==> src/rtl/alarm_trigger.sv <==
// rtl/alarm_trigger.sv - BCD MM:SS time base with alarm latch, ring, snooze and auto-stop control
module alarm_trigger #(
    parameter int TICK_DIV    = 100000000,
    parameter int RING_SECS   = 30,
    parameter int SNOOZE_SECS = 60,
    parameter int MAX_SNOOZE  = 3
) (
    input  logic        clk,
    input  logic        resetn,
    input  logic [15:0] alarm_in,
    input  logic        arm,
    input  logic        dismiss,
    input  logic        snooze,
    output logic [15:0] now,
    output logic        sec_tick,
    output logic        ringing,
    output logic        blink,
    output logic        armed,
    output logic        err
);
    localparam int DW = (TICK_DIV > 2) ? $clog2(TICK_DIV) : 1;
    localparam int RW = $clog2(RING_SECS + 1);
    localparam int WW = $clog2(SNOOZE_SECS + 1);
    localparam int NW = $clog2(MAX_SNOOZE + 1);

    typedef enum logic [1:0] {S_IDLE, S_ARMED, S_RINGING, S_SNOOZE} state_t;

    state_t          r_state, w_state_n;
    logic [DW-1:0]   r_div;
    logic            r_sec_tick;
    logic [15:0]     r_now;
    logic            r_arm_q;
    logic [15:0]     r_target, w_target_n;
    logic [RW-1:0]   r_ring_cnt, w_ring_cnt_n;
    logic [WW-1:0]   r_wait_cnt, w_wait_cnt_n;
    logic [NW-1:0]   r_snooze_cnt, w_snooze_cnt_n;
    logic            r_blink, w_blink_n;
    logic            r_err, w_err_n;

    logic            w_wrap;
    logic            w_rise;
    logic            w_fall;
    logic            w_valid;

    // Each digit rolls over at its own limit and carries into the next one.
    function automatic logic [15:0] bcd_inc(input logic [15:0] t);
        logic [15:0] r;
        r = t;
        if (t[3:0] != 4'd9) begin
            r[3:0] = t[3:0] + 4'd1;
        end else begin
            r[3:0] = 4'd0;
            if (t[7:4] != 4'd5) begin
                r[7:4] = t[7:4] + 4'd1;
            end else begin
                r[7:4] = 4'd0;
                if (t[11:8] != 4'd9) begin
                    r[11:8] = t[11:8] + 4'd1;
                end else begin
                    r[11:8] = 4'd0;
                    r[15:12] = (t[15:12] == 4'd5) ? 4'd0 : t[15:12] + 4'd1;
                end
            end
        end
        return r;
    endfunction

    assign w_wrap  = (r_div == DW'(TICK_DIV - 1));
    assign w_rise  = arm & ~r_arm_q;
    assign w_fall  = ~arm & r_arm_q;
    assign w_valid = (alarm_in[15:12] <= 4'd5) && (alarm_in[11:8] <= 4'd9) &&
                     (alarm_in[7:4] <= 4'd5) && (alarm_in[3:0] <= 4'd9);

    always_ff @(posedge clk) begin
        if (!resetn) begin
            r_div      <= '0;
            r_sec_tick <= 1'b0;
            r_now      <= 16'h0000;
            r_arm_q    <= 1'b0;
        end else begin
            r_div      <= w_wrap ? '0 : r_div + DW'(1);
            r_sec_tick <= w_wrap;
            r_now      <= w_wrap ? bcd_inc(r_now) : r_now;
            r_arm_q    <= arm;
        end
    end

    always_ff @(posedge clk) begin
        if (!resetn) begin
            r_state      <= S_IDLE;
            r_target     <= 16'h0000;
            r_ring_cnt   <= '0;
            r_wait_cnt   <= '0;
            r_snooze_cnt <= '0;
            r_blink      <= 1'b0;
            r_err        <= 1'b0;
        end else begin
            r_state      <= w_state_n;
            r_target     <= w_target_n;
            r_ring_cnt   <= w_ring_cnt_n;
            r_wait_cnt   <= w_wait_cnt_n;
            r_snooze_cnt <= w_snooze_cnt_n;
            r_blink      <= w_blink_n;
            r_err        <= w_err_n;
        end
    end

    // Arm fall outranks dismiss, which outranks snooze, which outranks ticks.
    always_comb begin
        w_state_n      = r_state;
        w_target_n     = r_target;
        w_ring_cnt_n   = r_ring_cnt;
        w_wait_cnt_n   = r_wait_cnt;
        w_snooze_cnt_n = r_snooze_cnt;
        w_err_n        = 1'b0;
        case (r_state)
            S_IDLE: begin
                if (w_rise) begin
                    if (w_valid) begin
                        w_target_n     = alarm_in;
                        w_snooze_cnt_n = '0;
                        w_state_n      = S_ARMED;
                    end else begin
                        w_err_n = 1'b1;
                    end
                end
            end
            S_ARMED: begin
                if (w_fall) begin
                    w_state_n = S_IDLE;
                end else if (r_now == r_target) begin
                    w_state_n    = S_RINGING;
                    w_ring_cnt_n = '0;
                end
            end
            S_RINGING: begin
                if (w_fall || dismiss) begin
                    w_state_n = S_IDLE;
                end else if (snooze && (r_snooze_cnt < NW'(MAX_SNOOZE))) begin
                    w_state_n      = S_SNOOZE;
                    w_wait_cnt_n   = WW'(SNOOZE_SECS);
                    w_snooze_cnt_n = r_snooze_cnt + NW'(1);
                end else if (r_sec_tick) begin
                    if (r_ring_cnt == RW'(RING_SECS - 1)) begin
                        w_state_n = S_IDLE;
                    end else begin
                        w_ring_cnt_n = r_ring_cnt + RW'(1);
                    end
                end
            end
            S_SNOOZE: begin
                if (w_fall || dismiss) begin
                    w_state_n = S_IDLE;
                end else if (r_sec_tick) begin
                    w_wait_cnt_n = r_wait_cnt - WW'(1);
                    if (r_wait_cnt == WW'(1)) begin
                        w_state_n    = S_RINGING;
                        w_ring_cnt_n = '0;
                    end
                end
            end
            default: w_state_n = S_IDLE;
        endcase
    end

    // Blink only survives while staying in RINGING, so entry and exit both clear it.
    always_comb begin
        w_blink_n = 1'b0;
        if ((r_state == S_RINGING) && (w_state_n == S_RINGING)) begin
            w_blink_n = r_blink ^ r_sec_tick;
        end
    end

    assign now      = r_now;
    assign sec_tick = r_sec_tick;
    assign ringing  = (r_state == S_RINGING);
    assign blink    = r_blink;
    assign armed    = (r_state == S_ARMED) || (r_state == S_SNOOZE);
    assign err      = r_err;
endmodule

==> config.mk <==
export PLATFORM = sky130hd
export DESIGN_NAME = alarm_trigger
export DESIGN_NICKNAME = d
export VERILOG_FILES = /design/src/rtl/alarm_trigger.sv
export SDC_FILE = /design/constraint.sdc
export NUM_CORES = 1
export LEC_CHECK = 0
export BUFFER_PORTS_ARGS = -buffer_cell sky130_fd_sc_hd__buf_4
export CAP_MARGIN = 20
export CORE_UTILIZATION = 50
export DETAILED_ROUTE_END_ITERATION = 6
export PLACE_DENSITY = 0.78
export SYNTH_ARGS = -nofsm -noshare
export SYNTH_HDL_FRONTEND = slang
export SYNTH_SLANG_ARGS = --single-unit
==> constraint.sdc <==
create_clock -name clk -period 2.4 [get_ports clk]
set_clock_uncertainty 0.05 [all_clocks]
set_input_delay 0.48 -clock clk [delete_from_list [all_inputs] [get_ports clk]]
set_output_delay 0.48 -clock clk [all_outputs]
set_load 0.05 [all_outputs]
# Yosys cells after proc, flatten, opt, wreduce, memory -nomap -nowiden
# Cells that the tools add are included.
# op_classes
add_sub_neg,8
order_cmp,5
eq_ne,24
muxes,37
bitwise_logic,9
reduce_logical,21
# op_table
op,n
5-bit 2-to-1 mux,9
2-bit 2-to-1 mux,15
"27-bit by 1-bit adder with 27-bit output, second input constant",1
"27-bit == test, second input constant",1
6-bit 2-to-1 mux,4
"2-bit != test, second input constant",10
"4-bit by 1-bit adder with 4-bit output, second input constant",4
16-bit == test,1
4-bit 2-to-1 mux,4
5-bit one-hot mux with 3 select lines,1
6-bit one-hot mux with 2 select lines,1
10-bit AND reduction,1
5-bit AND reduction,2
3-bit AND reduction,3
"4-bit by 3-bit less-or-equal comparator with 1-bit output, second input constant",2
"4-bit less-or-equal comparator, second input constant",2
"4-bit != test, second input constant",2
2-bit one-hot mux with 4 select lines,1
"2-bit == test, second input constant",3
"6-bit by 1-bit == test with 1-bit output, second input constant",1
1-bit NOT,6
"6-bit by 1-bit subtractor with 6-bit output, second input constant",1
"5-bit by 1-bit adder with 5-bit output, second input constant",1
"5-bit == test, second input constant",1
18 further kinds,27
# word_totals
reg_bits,78
in_bits,21
output_inout_bits,21
word_cells,118

# Longest topological paths before layout
# logic_depth
word_depth,10
ltp_mapped,9
mapped_depth_nobuf,8

# Worst setup path before layout
# OpenSTA, ideal clock, no wires.
# synth_timing
kind,flip-flop to flip-flop
startpoint,register r_now[3] (netlist: now[3])
endpoint,register r_now[11] (netlist: now[11])
setup_time_ns,0.116
t_arrival_ns,2.047
t_required_ns,2.234
slack_ns,0.187
stages_incl_launch_ff,7
n_path_buf,0
period_less_slack_ns,2.213
cell_sequence,dfxtp_1 > nand2b_1 > nor3_1 > and4_1 > and2_1 > o21ai_0 > a31o_2
# synth_between
elab_chain_cells,3
# synth_lines
item,line,source
from (decl),31,logic [15:0] r_now;
from (signal assigned),83,r_now <= w_wrap ? bcd_inc(r_now) : r_now;
4-bit != test,49,if (t[3:0] != 4'd9) begin
1-bit NOT (no line),n/a,
3-bit AND reduction (no line),n/a,
# No other way between the ends.
# A chain may end at the register's enable or synchronous reset.

# Final worst setup path
# layout_timing
startpoint,register r_snooze_cnt[0]
endpoint,register r_wait_cnt[4]
# layout_between
elab_chain_cells,4
# layout_lines
item,line,source
from (decl),36,"logic [NW-1:0] r_snooze_cnt, w_snooze_cnt_n;"
from (signal assigned),102,r_snooze_cnt <= w_snooze_cnt_n;
2-bit less-than comparator,139,end else if (snooze && (r_snooze_cnt < NW'(MAX_SNOOZE))) begin
1-bit logical AND,139,
2-bit by 1-bit != test with 1-bit output (no line),n/a,
5-bit AND reduction (no line),n/a,
to (signal assigned),101,r_wait_cnt <= w_wait_cnt_n;
to (decl),35,"logic [WW-1:0] r_wait_cnt, w_wait_cnt_n;"
# No other way between the ends.

==> run summary <==
Outcome - finished clean
Area share of the largest cell type after synthesis - 42.3%
Vias in the first global route - 3038
Count of cell types in the netlist - 48
Number of synthesized register bits - 78
CP peak stage delay - 0.51 ns
Slowest cell on the critical path - a2111oi_4
Psw - 0.550 mW
Max cap viols - 0
Power per Cell Area - 560 nW/um^2
IO buf count - 41
Tcrit/Tclk final - 89.0%
H-Tree Level Count - 3
Endpoints failing setup - 0
Synthesized area - 3690 sq um
Avg WL per Cell - 14.1 um
GRT Overall Usage - 23.0%
Delay-heaviest family, CP - simple AND/OR/NAND/NOR gates
Clock latency at the later pin of the worst-skew pair - 0.35 ns
Horiz. Die Dim - 87.9 um
Congestion Overflow GR - 0
Syn_area_per_cell - 8.52 sq um
Setup CP Type - reg2reg
# hold bufs at CTS - 0
Maximum vdd drop - 0.326 mV
Ys flop type - dfxtp_1
Drt pass-1 iters - 4
TritonCTS clock tree - built
Max-slew violations - 0
Root buffer cell - clkbuf_8
Sink Count - 78
DP Wirelength - 5900 um
Type of origin of the critical path - flop
Die Y - 87.9 um
Relative slew slack - 70.1%
Worst Tran Pin Value - 0.448 ns
Starting density of the core - 53.1%
Die area - 7730 sq um
Initial antenna violation count - 0
Clock Path Buffers - 2
Final hold violations - 0
DRC violations left - 0
Vias - 3216
Nets - 507
Seq/Total Area, Yosys - 42.3%
Post-CTS Setup Bufs - 0
Cells after synthesis - 433
First DRT Iteration DRCs - 144
Clk slew on worst S/H paths - 0.08 ns
Crit path DAT - 2.31 ns
N_diodes - 0
Flop pwr share - 53.9%
Area delta synth->final - 17.8%
Post-synth net total - 460
Setup TNS - 0 ns
Fin util - 62.6%
DRT antenna net count - 0
Core region area - 6940 sq um
Fin Hold WS - 0.314 ns
WP buf/inv - 0
Post-cts sizing count - 0
Internal power - 1.88 mW
Synth area leader - dfxtp_1
Switching share of total power - 22.6%
Clock Power Share - 41.6%
First-pass GRT wire length - 13800 um
Top area cells in the synthesized netlist - dfxtp_1, xor2_1, nor2_1
Fmax - 0.468 GHz
Largest net degree at the start of global routing - 26
Row Count - 30
I/O pin count - 42
Worst path required time - 2.57 ns
Final Power - 2.43 mW
EDFF count, synth - 0
Vias/cell - 5.54
Lkg Pwr - 1.74 nW
Critical Path Fanout Max - 6
GPL Wtd Cong - 0.857
YS warnings - 0
Cells along the critical path - ha_1 > or3b_4 > a2111oi_4 > nand2_1 > nor2_2 > xnor2_1 > a21oi_1
Share of post-route cells with drive strength above 1 - 17.1%
Total Wirelength - 8200 um
Combinational share of power - 4.5%
Async set or reset register ratio after synthesis - 0%
Crit path time final - 2.14 ns
Element type at the critical path end - flop
RSZ-0062 raised after global routing - no
TritonCTS Buffers - 9
Hold Path Class - in2reg
[final timing paths]
kind	slack, ns	depth (start not counted)	end	from
setup reg to reg	0.26	7	r_wait_cnt[4]$_SDFFE_PN0P_	r_snooze_cnt[0]$_SDFFE_PN0P_
hold reg to reg	0.44	1	r_div[0]$_SDFF_PP0_	r_div[0]$_SDFF_PP0_
hold / removal	0.31	2	r_arm_q$_SDFF_PN0_	arm
setup / recovery	0.26	7	r_wait_cnt[4]$_SDFFE_PN0P_	r_snooze_cnt[0]$_SDFFE_PN0P_
[kinds of logic (layout without fill, tap and decap cells)]
logic type                 Yosys count  in the layout  share of synthesized area [%]
xor gates and xnor gates            54             54                           12.8
muxes                                2              2                          0.543
DFF                                 78             78                           42.3
buffers and inverters               27             79                           3.02
AOI/OAI and AO/OA                   77             77                           12.3
adders and majority gates            6              6                           2.03
and+or+nand+nor                    189            189                           27.0
[power groups by stage]
| stage | Clock, mW | Sequential [mW] | Combinational [mW] |
|---|---|---|---|
| 4_1_cts | 1.04 | 1.31 | 0.110 |
| 2_1_floorplan | 0 | 1.34 | 0.0542 |
| 3_5_place_dp | 0 | 1.34 | 0.110 |
| 5_1_grt | 1.09 | 1.31 | 0.121 |
| 6_report | 1.01 | 1.31 | 0.110 |
| 3_3_place_gp | 0 | 1.34 | 0.108 |
[worst register-to-register path: stages (launching register included)]
cell and delay [ns]:
dfxtp_1 0.34, ha_1 0.22, or3b_4 0.39, a2111oi_4 0.51
nand2_1 0.18, nor2_2 0.12, xnor2_1 0.13, a21oi_1 0.08
[Yosys cell counts, drive strengths merged (2+ instances only)]
master,number
and2,4
ha,6
xnor2,13
a211oi,2
nand2,39
a21oi,32
nand4,12
o21ai,27
or4,2
mux2i,2
dfxtp,78
a31o,2
and4,11
a311oi,3
nor3,8
a31oi,4
clkbuf,14
nor4,8
xor2,41
nor2b,5
or3,4
nor3b,4
buf,4
inv,9
nor2,54
nor4b,2
nand3,16
nand2b,6
and3,9
[metal layers]
metal	vias up	wire length [um]	GRT usage (%)
met4	0	152	10.6
li1	1605	-	-
met3	14	313	3.86
met5	-	0	0
met2	66	3900	37.4
met1	1531	3830	29.9
[sequential cells by signal, indices dropped and copies added, names as in the netlist]
name          flops
sec_tick          1
blink             1
r_arm_q           1
r_state           2
r_snooze_cnt      2
r_div            27
now              16
r_ring_cnt        5
err               1
r_wait_cnt        6
r_target         16
[final cells by class]
| class | instances | area (sq um) |
|---|---|---|
| multi-input cells | 328 | 2020 |
| fillers | 593 | 2600 |
| flip-flops and latches | 78 | 1560 |
| clock inverters | 5 | 57.6 |
| clock buffers | 11 | 151 |
| inverters | 9 | 33.8 |
| repair buffers | 54 | 405 |
| well taps | 96 | 120 |
[layout by cell type, fill, tap and decap left out, types with 3 or more instances in the layout]
master	count
nor4_1	7
a311oi_1	3
buf_4	54
nor3_1	6
and2_1	4
nand3_1	16
o21ai_0	27
clkinvlp_4	3
nand2_1	37
nand2b_1	6
nand4_1	12
inv_1	7
clkbuf_8	11
nor2_1	53
a21oi_1	32
and3_1	9
or3_1	4
and4_1	11
a31oi_1	4
xor2_1	41
xnor2_1	13
nor2b_1	5
dfxtp_1	78
ha_1	6
nor3b_1	4
[metrics by stage]
stage / std cells / cell area [sq um] / worst slack (ns)
2_1_floorplan: 433 / 3690 / 0.187
3_3_place_gp: 565 / 4140 / 0.265
3_5_place_dp: 565 / 4140 / 0.206
4_1_cts: 581 / 4350 / 0.257
5_1_grt: 581 / 4350 / 0.161
6_report: 581 / 4350 / 0.265
No activity file was read; power rests on OpenSTA's default activity.
